**src/rtl/cmp_pkg.sv**
```systemverilog
// Shared types and constants for the serial magnitude comparator.
package cmp_pkg;

  localparam int unsigned CMP_DEFAULT_W = 8;

  typedef enum logic [1:0] {
    IDLE,
    RUN,
    DONE
  } state_t;

  // Width of the slice index: clog2(number of 2-bit slices), never below 1.
  function automatic int unsigned idx_width(input int unsigned w);
    return ((w / 2) > 1) ? $clog2(w / 2) : 1;
  endfunction

endpackage

```
**src/rtl/slice_cmp2.sv**
```systemverilog
// Combinational magnitude comparator for one 2-bit slice.
module slice_cmp2 (
  input  logic [1:0] a,
  input  logic [1:0] b,
  output logic       gt,
  output logic       eq,
  output logic       lt
);

  always_comb begin
    gt = (a > b);
    eq = (a == b);
    lt = (a < b);
  end

endmodule

```
**src/rtl/serial_mag_cmp.sv**
```systemverilog
// Serial unsigned comparator: walks 2-bit slices MSB first, one per cycle,
// stopping at the first unequal slice.
module serial_mag_cmp
  import cmp_pkg::*;
#(
  parameter int unsigned W = CMP_DEFAULT_W
) (
  input  logic         clk,
  input  logic         rst,
  input  logic         start,
  input  logic [W-1:0] a,
  input  logic [W-1:0] b,
  output logic         busy,
  output logic         done,
  output logic         gt,
  output logic         eq,
  output logic         lt
);

  localparam int unsigned NS = W / 2;
  localparam int unsigned IW = idx_width(W);

  state_t         state_q, state_d;
  logic [W-1:0]   a_q, b_q;
  logic [IW-1:0]  idx_q;
  logic [1:0]     sl_a, sl_b;
  logic           s_gt, s_eq, s_lt;

  always_comb begin
    sl_a = '0;
    sl_b = '0;
    for (int unsigned i = 0; i < NS; i++) begin
      if (idx_q == IW'(i)) begin
        sl_a = a_q[2*i +: 2];
        sl_b = b_q[2*i +: 2];
      end
    end
  end

  slice_cmp2 u_slice (
    .a  (sl_a),
    .b  (sl_b),
    .gt (s_gt),
    .eq (s_eq),
    .lt (s_lt)
  );

  always_comb begin
    state_d = state_q;
    busy    = 1'b0;
    done    = 1'b0;
    case (state_q)
      IDLE: if (start) state_d = RUN;
      RUN: begin
        busy = 1'b1;
        if (!s_eq || (idx_q == '0)) state_d = DONE;
      end
      DONE: begin
        done    = 1'b1;
        state_d = IDLE;
      end
      default: state_d = IDLE;
    endcase
  end

  always_ff @(posedge clk) begin
    if (rst) begin
      state_q <= IDLE;
      a_q     <= '0;
      b_q     <= '0;
      idx_q   <= '0;
      gt      <= 1'b0;
      eq      <= 1'b0;
      lt      <= 1'b0;
    end else begin
      state_q <= state_d;
      case (state_q)
        IDLE: begin
          if (start) begin
            a_q   <= a;
            b_q   <= b;
            idx_q <= IW'(NS - 1);
          end
        end
        RUN: begin
          // Flags only move on the edge that enters DONE.
          if (!s_eq) begin
            gt <= s_gt;
            eq <= 1'b0;
            lt <= s_lt;
          end else if (idx_q != '0) begin
            idx_q <= idx_q - IW'(1);
          end else begin
            gt <= 1'b0;
            eq <= 1'b1;
            lt <= 1'b0;
          end
        end
        default: ;
      endcase
    end
  end

endmodule
```
**config.mk**
```make
export PLATFORM = sky130hd
export DESIGN_NAME = serial_mag_cmp
export DESIGN_NICKNAME = d
export VERILOG_FILES = /design/src/rtl/cmp_pkg.sv /design/src/rtl/slice_cmp2.sv /design/src/rtl/serial_mag_cmp.sv
export SDC_FILE = /design/constraint.sdc
export NUM_CORES = 1
export LEC_CHECK = 0
export ABC_AREA = 1
export CAP_MARGIN = 20
export CORE_MARGIN = 2
export CORE_UTILIZATION = 40
export CTS_CLUSTER_SIZE = 16
export DETAILED_ROUTE_END_ITERATION = 6
export PLACE_DENSITY = 0.68
export REMOVE_ABC_BUFFERS = 1
export SLEW_MARGIN = 20
export SYNTH_ARGS = -nofsm -noshare
export SYNTH_HDL_FRONTEND = slang
export SYNTH_SLANG_ARGS = --single-unit
```
**constraint.sdc**
```tcl
create_clock -name clk -period 1.81 [get_ports clk]
set_input_delay 0.362 -clock clk [delete_from_list [all_inputs] [get_ports clk]]
set_output_delay 0.362 -clock clk [all_outputs]
set_load 0.03 [all_outputs]
```
==> results.ini <==
[outcome]
run_status=finished with violations
failed_checks=negative setup slack

[sta]
max-slew-margin-rel=0.796
finalWorstSetupSlack_ns=-0.0420
max_freq_mhz=540
hold_slack_ns=0.451
setup_repair_after_global_routing_missed_its_margin=true
clock_skew_ns=0.00420
setup_viol_count_final=4
period_needed_ns=1.85
period_share=1.02
hold_violations=0
max_slew.worst_pin.slew_ns=0.304
finalMaxSlewViolations=0

[setup_path]
timing.critical_path.max_delay_family=simple AND/OR/NAND/NOR gates
worst_path_max_delay_cell=sky130_fd_sc_hd__dfxtp_4
crit_path_frequent_cell=sky130_fd_sc_hd__nand2_2
critical_path.cell_chain=buf_6 > ha_4 > inv_4 > nand3_2 > nand3_2 > nand2_1 > nand2_1 > ha_1 > nand2_2 > nor2_4 > nand2_2 > nand2_2 > nor2_1 > nor2_1
critical_path.endpoint_type=flip-flop
crit_arrival_ns=2.10
required_ns=2.06
criticalPathCategory=reg -> reg
cp_num_buf_inv=2
worstSetupStartpointType=flip-flop
timing.critical_path.fanout_max=5
timing.critical_path.slowest_cell_delay_ns=0.41

[power]
swShare=0.361
internal_power_mw=0.883
power.switching_mw=0.498
peakVddDrop_mv=0.515
powerDensity_mw_per_mm2=920
combPwrFrac=0.380
cellLeakagePower_nw=0.636
seq_power_share=0.450
total_power_mw=1.38
power.clock.fraction=0.170

[cells_and_area]
syn2layout_area_growth_pct=38.3
antenna-diode-count=0
fillCellCount=225
nets=207
regArea_um2=468
layout-drive-gt1-share=0.215
layout.core_utilization=0.595
multi_input_comb_area_um2=641
final_area_mm2=0.00150

[detailed_routing]
drc=0
route.detailed.vias_per_inst=4.95
dr_total_vias=1044
antenna_left=0
drt_iter0_drcs=15
post_drt_wl_per_cell_um=11.3
detail_route.first_pass.iterations=4
routed_wl_um=2390

[yosys]
postSynthAreaPerCell_um2=7.04
post_synthesis_instance_area_mm2=0.00108
synthXorXnorAreaFrac=0
synth-simple-area-share=0.318
syn_inst=154
synth-adder-area-share=0.0692
synth_cell_types=18
synth_sequential_area_ratio=0.424
total_of_flip_flops_plus_latches_after_synthesis=23
synthMuxAreaShare=0
synth_compound_gate_area_share=0.115
synth_top_family_by_area=simple AND/OR/NAND/NOR gates
yosysWarningCount=0

[place]
io_buffers=23
place.gp.congestion=0.810
dp_hpwl_um=1720
postPlaceCellArea_mm2=0.00135

[global_route]
initial_antenna_violation_count=0
number_of_global_route_vias_before_repair=996
grt_start_max_net_pins=21
grt_usage=0.161
grt_pass1_wl_um=4130
globalRouteOverflowTotal=0

[flow_run]
cap_viol_max_count=0

[die]
placeableCoreArea_mm2=0.00252
fp.dieW_um=56.1
fp.dieH_um=56.1
die_area_mm2=0.00314
start_util=0.430
num_rows=18
boundaryPins=24

[clock_network]
cts-htree-levels=1
cts_buffer_depth=2
clock_latency_ns=0.31
cts_inserted_buffers=3
clk_transition_reported_paths_ns=0.12
clock_tree.root_cell=sky130_fd_sc_hd__clkbuf_4
cts_tree=yes
clkSinkCount=23
ctsHoldBuffers=0

[hold_path]
min_path_type=reg -> reg

## power groups by stage
stage	clock, mW	sequential [mW]	combinational (mW)
after global routing	0.259	0.629	0.584
after CTS	0.242	0.616	0.488
final	0.235	0.621	0.525
after global placement	0	0.617	0.409
after floorplan	0	0.627	0.264
after detailed placement	0	0.619	0.422
## per-stage QoR
step	std cells	setup TNS [ns]	setup slack, ns
after floorplan	149	0	0.00336
after global placement	206	-0.296	-0.0817
after detailed placement	206	-0.850	-0.209
after CTS	211	-0.0328	-0.0127
after global routing	211	-0.581	-0.131
final	211	-0.132	-0.0420
## per-layer routing
metal	GRT usage	up-vias	part of all wire
li1	-	546	-
met1	0.183	475	0.43
met2	0.287	19	0.52
met3	0.0419	4	0.049
met4	0.0612	0	0.0071
met5	0	-	0
## tightest hold or removal path, delay by kind of cell (launching register included)
kind / cells / cell delay (ns)
AO/OA/AOI/OAI: 1 / 0.05
buffers and inverters: 1 / 0.05
flip-flops: 1 / 0.33
## logic make-up after synthesis
| kind of cell | Yosys count |
|---|---|
| AND/OR/NAND/NOR | 83 |
| buffers and inverters | 18 |
| AO/OA/AOI/OAI | 24 |
| adder cells (fa/ha/maj) | 6 |
| flip-flops | 23 |
## final cells by class
type                    count  area share
multi-input cells         113       0.427
flip-flops and latches     23       0.312
repair buffers             28       0.179
well taps                  30      0.0250
inverters                  13      0.0392
clock buffers               4      0.0175
## timing repair
action                     in CTS  in global routing
setup endpoints to repair       9                  7
setup buffers                   1                  0
pin swaps                      12                 11
resized for setup              26                 13
## final timing paths
check	cells after the start	endpoint	slack (ns)	from
worst max-delay path	14	idx_q[0]$_SDFFE_PP0P_	-0.04	idx_q[0]$_SDFFE_PP0P_
worst min-delay path	2	eq$_SDFFE_PP0P_	0.45	eq$_SDFFE_PP0P_
worst max register to register	14	idx_q[0]$_SDFFE_PP0P_	-0.04	idx_q[0]$_SDFFE_PP0P_
worst min register to register	2	eq$_SDFFE_PP0P_	0.45	eq$_SDFFE_PP0P_
## state kept, by name, indices dropped and copies added, names as in the netlist
signal and count:
a_q 8, eq 1, gt 1, idx_q 2, state_q 2, b_q 8
lt 1
## synth_stat cells
master / n / area, um^2
sky130_fd_sc_hd__nand2_2: 2 / 12.5
sky130_fd_sc_hd__o21ai_0: 17 / 85.1
sky130_fd_sc_hd__a22oi_1: 2 / 15.0
sky130_fd_sc_hd__nand2_1: 21 / 78.8
sky130_fd_sc_hd__a21oi_1: 5 / 25.0
sky130_fd_sc_hd__nand4_1: 1 / 6.26
sky130_fd_sc_hd__nand3_4: 1 / 17.5
sky130_fd_sc_hd__buf_2: 2 / 10.0
sky130_fd_sc_hd__inv_2: 3 / 11.3
sky130_fd_sc_hd__nand3_1: 8 / 40.0
sky130_fd_sc_hd__ha_1: 6 / 75.1
sky130_fd_sc_hd__clkbuf_2: 1 / 5.00
sky130_fd_sc_hd__dfxtp_1: 23 / 460
sky130_fd_sc_hd__nor2_2: 1 / 6.26
sky130_fd_sc_hd__buf_6: 1 / 11.3
sky130_fd_sc_hd__buf_1: 1 / 3.75
sky130_fd_sc_hd__nor2_1: 49 / 184
sky130_fd_sc_hd__inv_1: 10 / 37.5
## placed cells by master, fill, tap and decap left out, drive strengths merged
cell type      count
a21oi              5
a22oi              2
buf                5
clkbuf             4
clkdlybuf4s50     21
dfxtp             23
dlygate4sd2        2
ha                 6
inv               13
nand2             23
nand3              9
nand4              1
nor2              50
o21ai             17
Note: power is estimated with default switching activity, not from simulation.
==> edit, RTL diff (same flow settings) <==
The package constant `CMP_DEFAULT_W` goes from 8 to 12.
--- a/src/rtl/cmp_pkg.sv
+++ b/src/rtl/cmp_pkg.sv
@@ -1,7 +1,7 @@
 // Shared types and constants for the serial magnitude comparator.
 package cmp_pkg;
 
-  localparam int unsigned CMP_DEFAULT_W = 8;
+  localparam int unsigned CMP_DEFAULT_W = 12;
 
   typedef enum logic [1:0] {
     IDLE,
Ports: changed (resized a and b); port bits go from 24 to 32. No check against the original RTL was run, so the function may have changed too.
==> edit against the unedited design <==
First-iteration DRC count rose to 3.7 times the old value. Sequential power up 76%. Setup slack got worse by 250 ps. Sequential cell count increased by 9. Total power grew to 2.8 times the old value. Critical path type unchanged. The run still ends with negative setup slack left. Synthesized area is 46% higher. Wire length increased by 53%. Design area grew 51%. Critical endpoint is now idx_q[1]$_SDFFE_PP0P_. Largest cell class unchanged.
==> edit: results (changes against the unedited design) <==
\begin{tabular}{lr}
\hline
Metric & Value \\
\hline
\multicolumn{2}{l}{\textbf{Yosys}} \\
\quad Top cells by instance count after synthesis & sky130\_fd\_sc\_hd\_\_nor2\_1, sky130\_fd\_sc\_hd\_\_nand2\_1, sky130\_fd\_sc\_hd\_\_dfxtp\_1 \\
\quad Count of cell types in the netlist & 24 (+6) \\
\quad Synthesized-area fraction occupied by adder cells & 0.05512 (-0.01409) \\
\quad Fraction of the mapped netlist area in compound gates & 0.1197 (+0.004345) \\
\quad Area contributors post-synth & sky130\_fd\_sc\_hd\_\_dfxtp\_1, sky130\_fd\_sc\_hd\_\_nor2\_1, sky130\_fd\_sc\_hd\_\_nand2\_1 \\
\multicolumn{2}{l}{\textbf{Clock tree}} \\
\quad Clock buffer count from CTS & 5 (+2) \\
\quad Clock latency reported for the late side of the worst-skew pair & 290 ps (-20 ps) \\
\quad Htree depth & 2 (+1) \\
\quad Clock transition at the registers of the reported paths & 70 ps (-50 ps) \\
\multicolumn{2}{l}{\textbf{Min path}} \\
\quad End point of the worst hold path & a\_q[1]\$\_SDFFE\_PP0P\_ \\
\quad Hold Startpoint & a\_q[1]\$\_SDFFE\_PP0P\_ \\
\multicolumn{2}{l}{\textbf{Place}} \\
\quad Placed standard-cell area & 2008 um2 (+48\%) \\
\quad Buffers on Ports & 31 (+35\%) \\
\quad GPL Wtd Cong & 0.7981 (-1.5\%) \\
\quad Placement Setup Slack & -394.8 ps (-186.0 ps) \\
\multicolumn{2}{l}{\textbf{STA}} \\
\quad Total Negative Setup Slacks & -1641 ps (-1509 ps) \\
\quad Final WS setup & -293.4 ps (-251.4 ps) \\
\quad Final setup violating endpoints & 8 (+4) \\
\multicolumn{2}{l}{\textbf{Global routing}} \\
\quad Wire length of the first global-routing pass & 6.520 mm (+58\%) \\
\quad Global routing met2 resource utilization & 0.3255 (+0.03810) \\
\quad Pin count of the biggest net entering global routing & 26 (+24\%) \\
\quad Global-route total usage across every layer & 0.1958 (+0.03430) \\
\quad Via count of the first global-routing pass & 1,444 (+45\%) \\
\multicolumn{2}{l}{\textbf{Pwr}} \\
\quad Register share of total power & 0.281 (-0.169) \\
\quad Max rail drop VDD & 0.0007604 V (+48\%) \\
\quad Switching power of the nets & 1.664 mW (+230\%) \\
\quad Pleak & 0.9944 nW (+56\%) \\
\multicolumn{2}{l}{\textbf{Run status}} \\
\quad Run status & finished, violations left \\
\quad Failing checks & negative setup slack \\
\multicolumn{2}{l}{\textbf{Final layout}} \\
\quad Non-clock buffer instance count of the final layout & 46 (+64\%) \\
\quad Layout cells sized above 1 & 0.2491 (+0.03363) \\
\quad Non-clock buffer share & 0.1855 (+0.006217) \\
\quad Register share of the cell area & 0.2855 (-0.02645) \\
\quad Clock buf/inv share & 0.03976 (+0.02224) \\
\multicolumn{2}{l}{\textbf{Drt}} \\
\quad Routed WL & 3.660 mm (+53\%) \\
\hline
\end{tabular}
## edit: cell count changes after synthesis, moves of 2 or more
cell / before / now
sky130_fd_sc_hd__dfxtp_1: 23 / 32
sky130_fd_sc_hd__nand3_1: 8 / 15
sky130_fd_sc_hd__o21ai_0: 17 / 26
sky130_fd_sc_hd__a21oi_2: 0 / 2
sky130_fd_sc_hd__nand2_1: 21 / 37
sky130_fd_sc_hd__nand3b_1: 0 / 3
sky130_fd_sc_hd__o21ai_1: 0 / 3
sky130_fd_sc_hd__or2_2: 0 / 4
sky130_fd_sc_hd__inv_2: 3 / 5
sky130_fd_sc_hd__inv_1: 10 / 20
sky130_fd_sc_hd__clkbuf_1: 0 / 2
sky130_fd_sc_hd__buf_4: 0 / 2
sky130_fd_sc_hd__nor2_1: 49 / 57
## edit: what timing repair did
action,4_1_cts,5_1_grt
pin swaps,19,15
endpoints found under the setup margin,10,8
gates resized for setup,34,13
buffers inserted,1,1
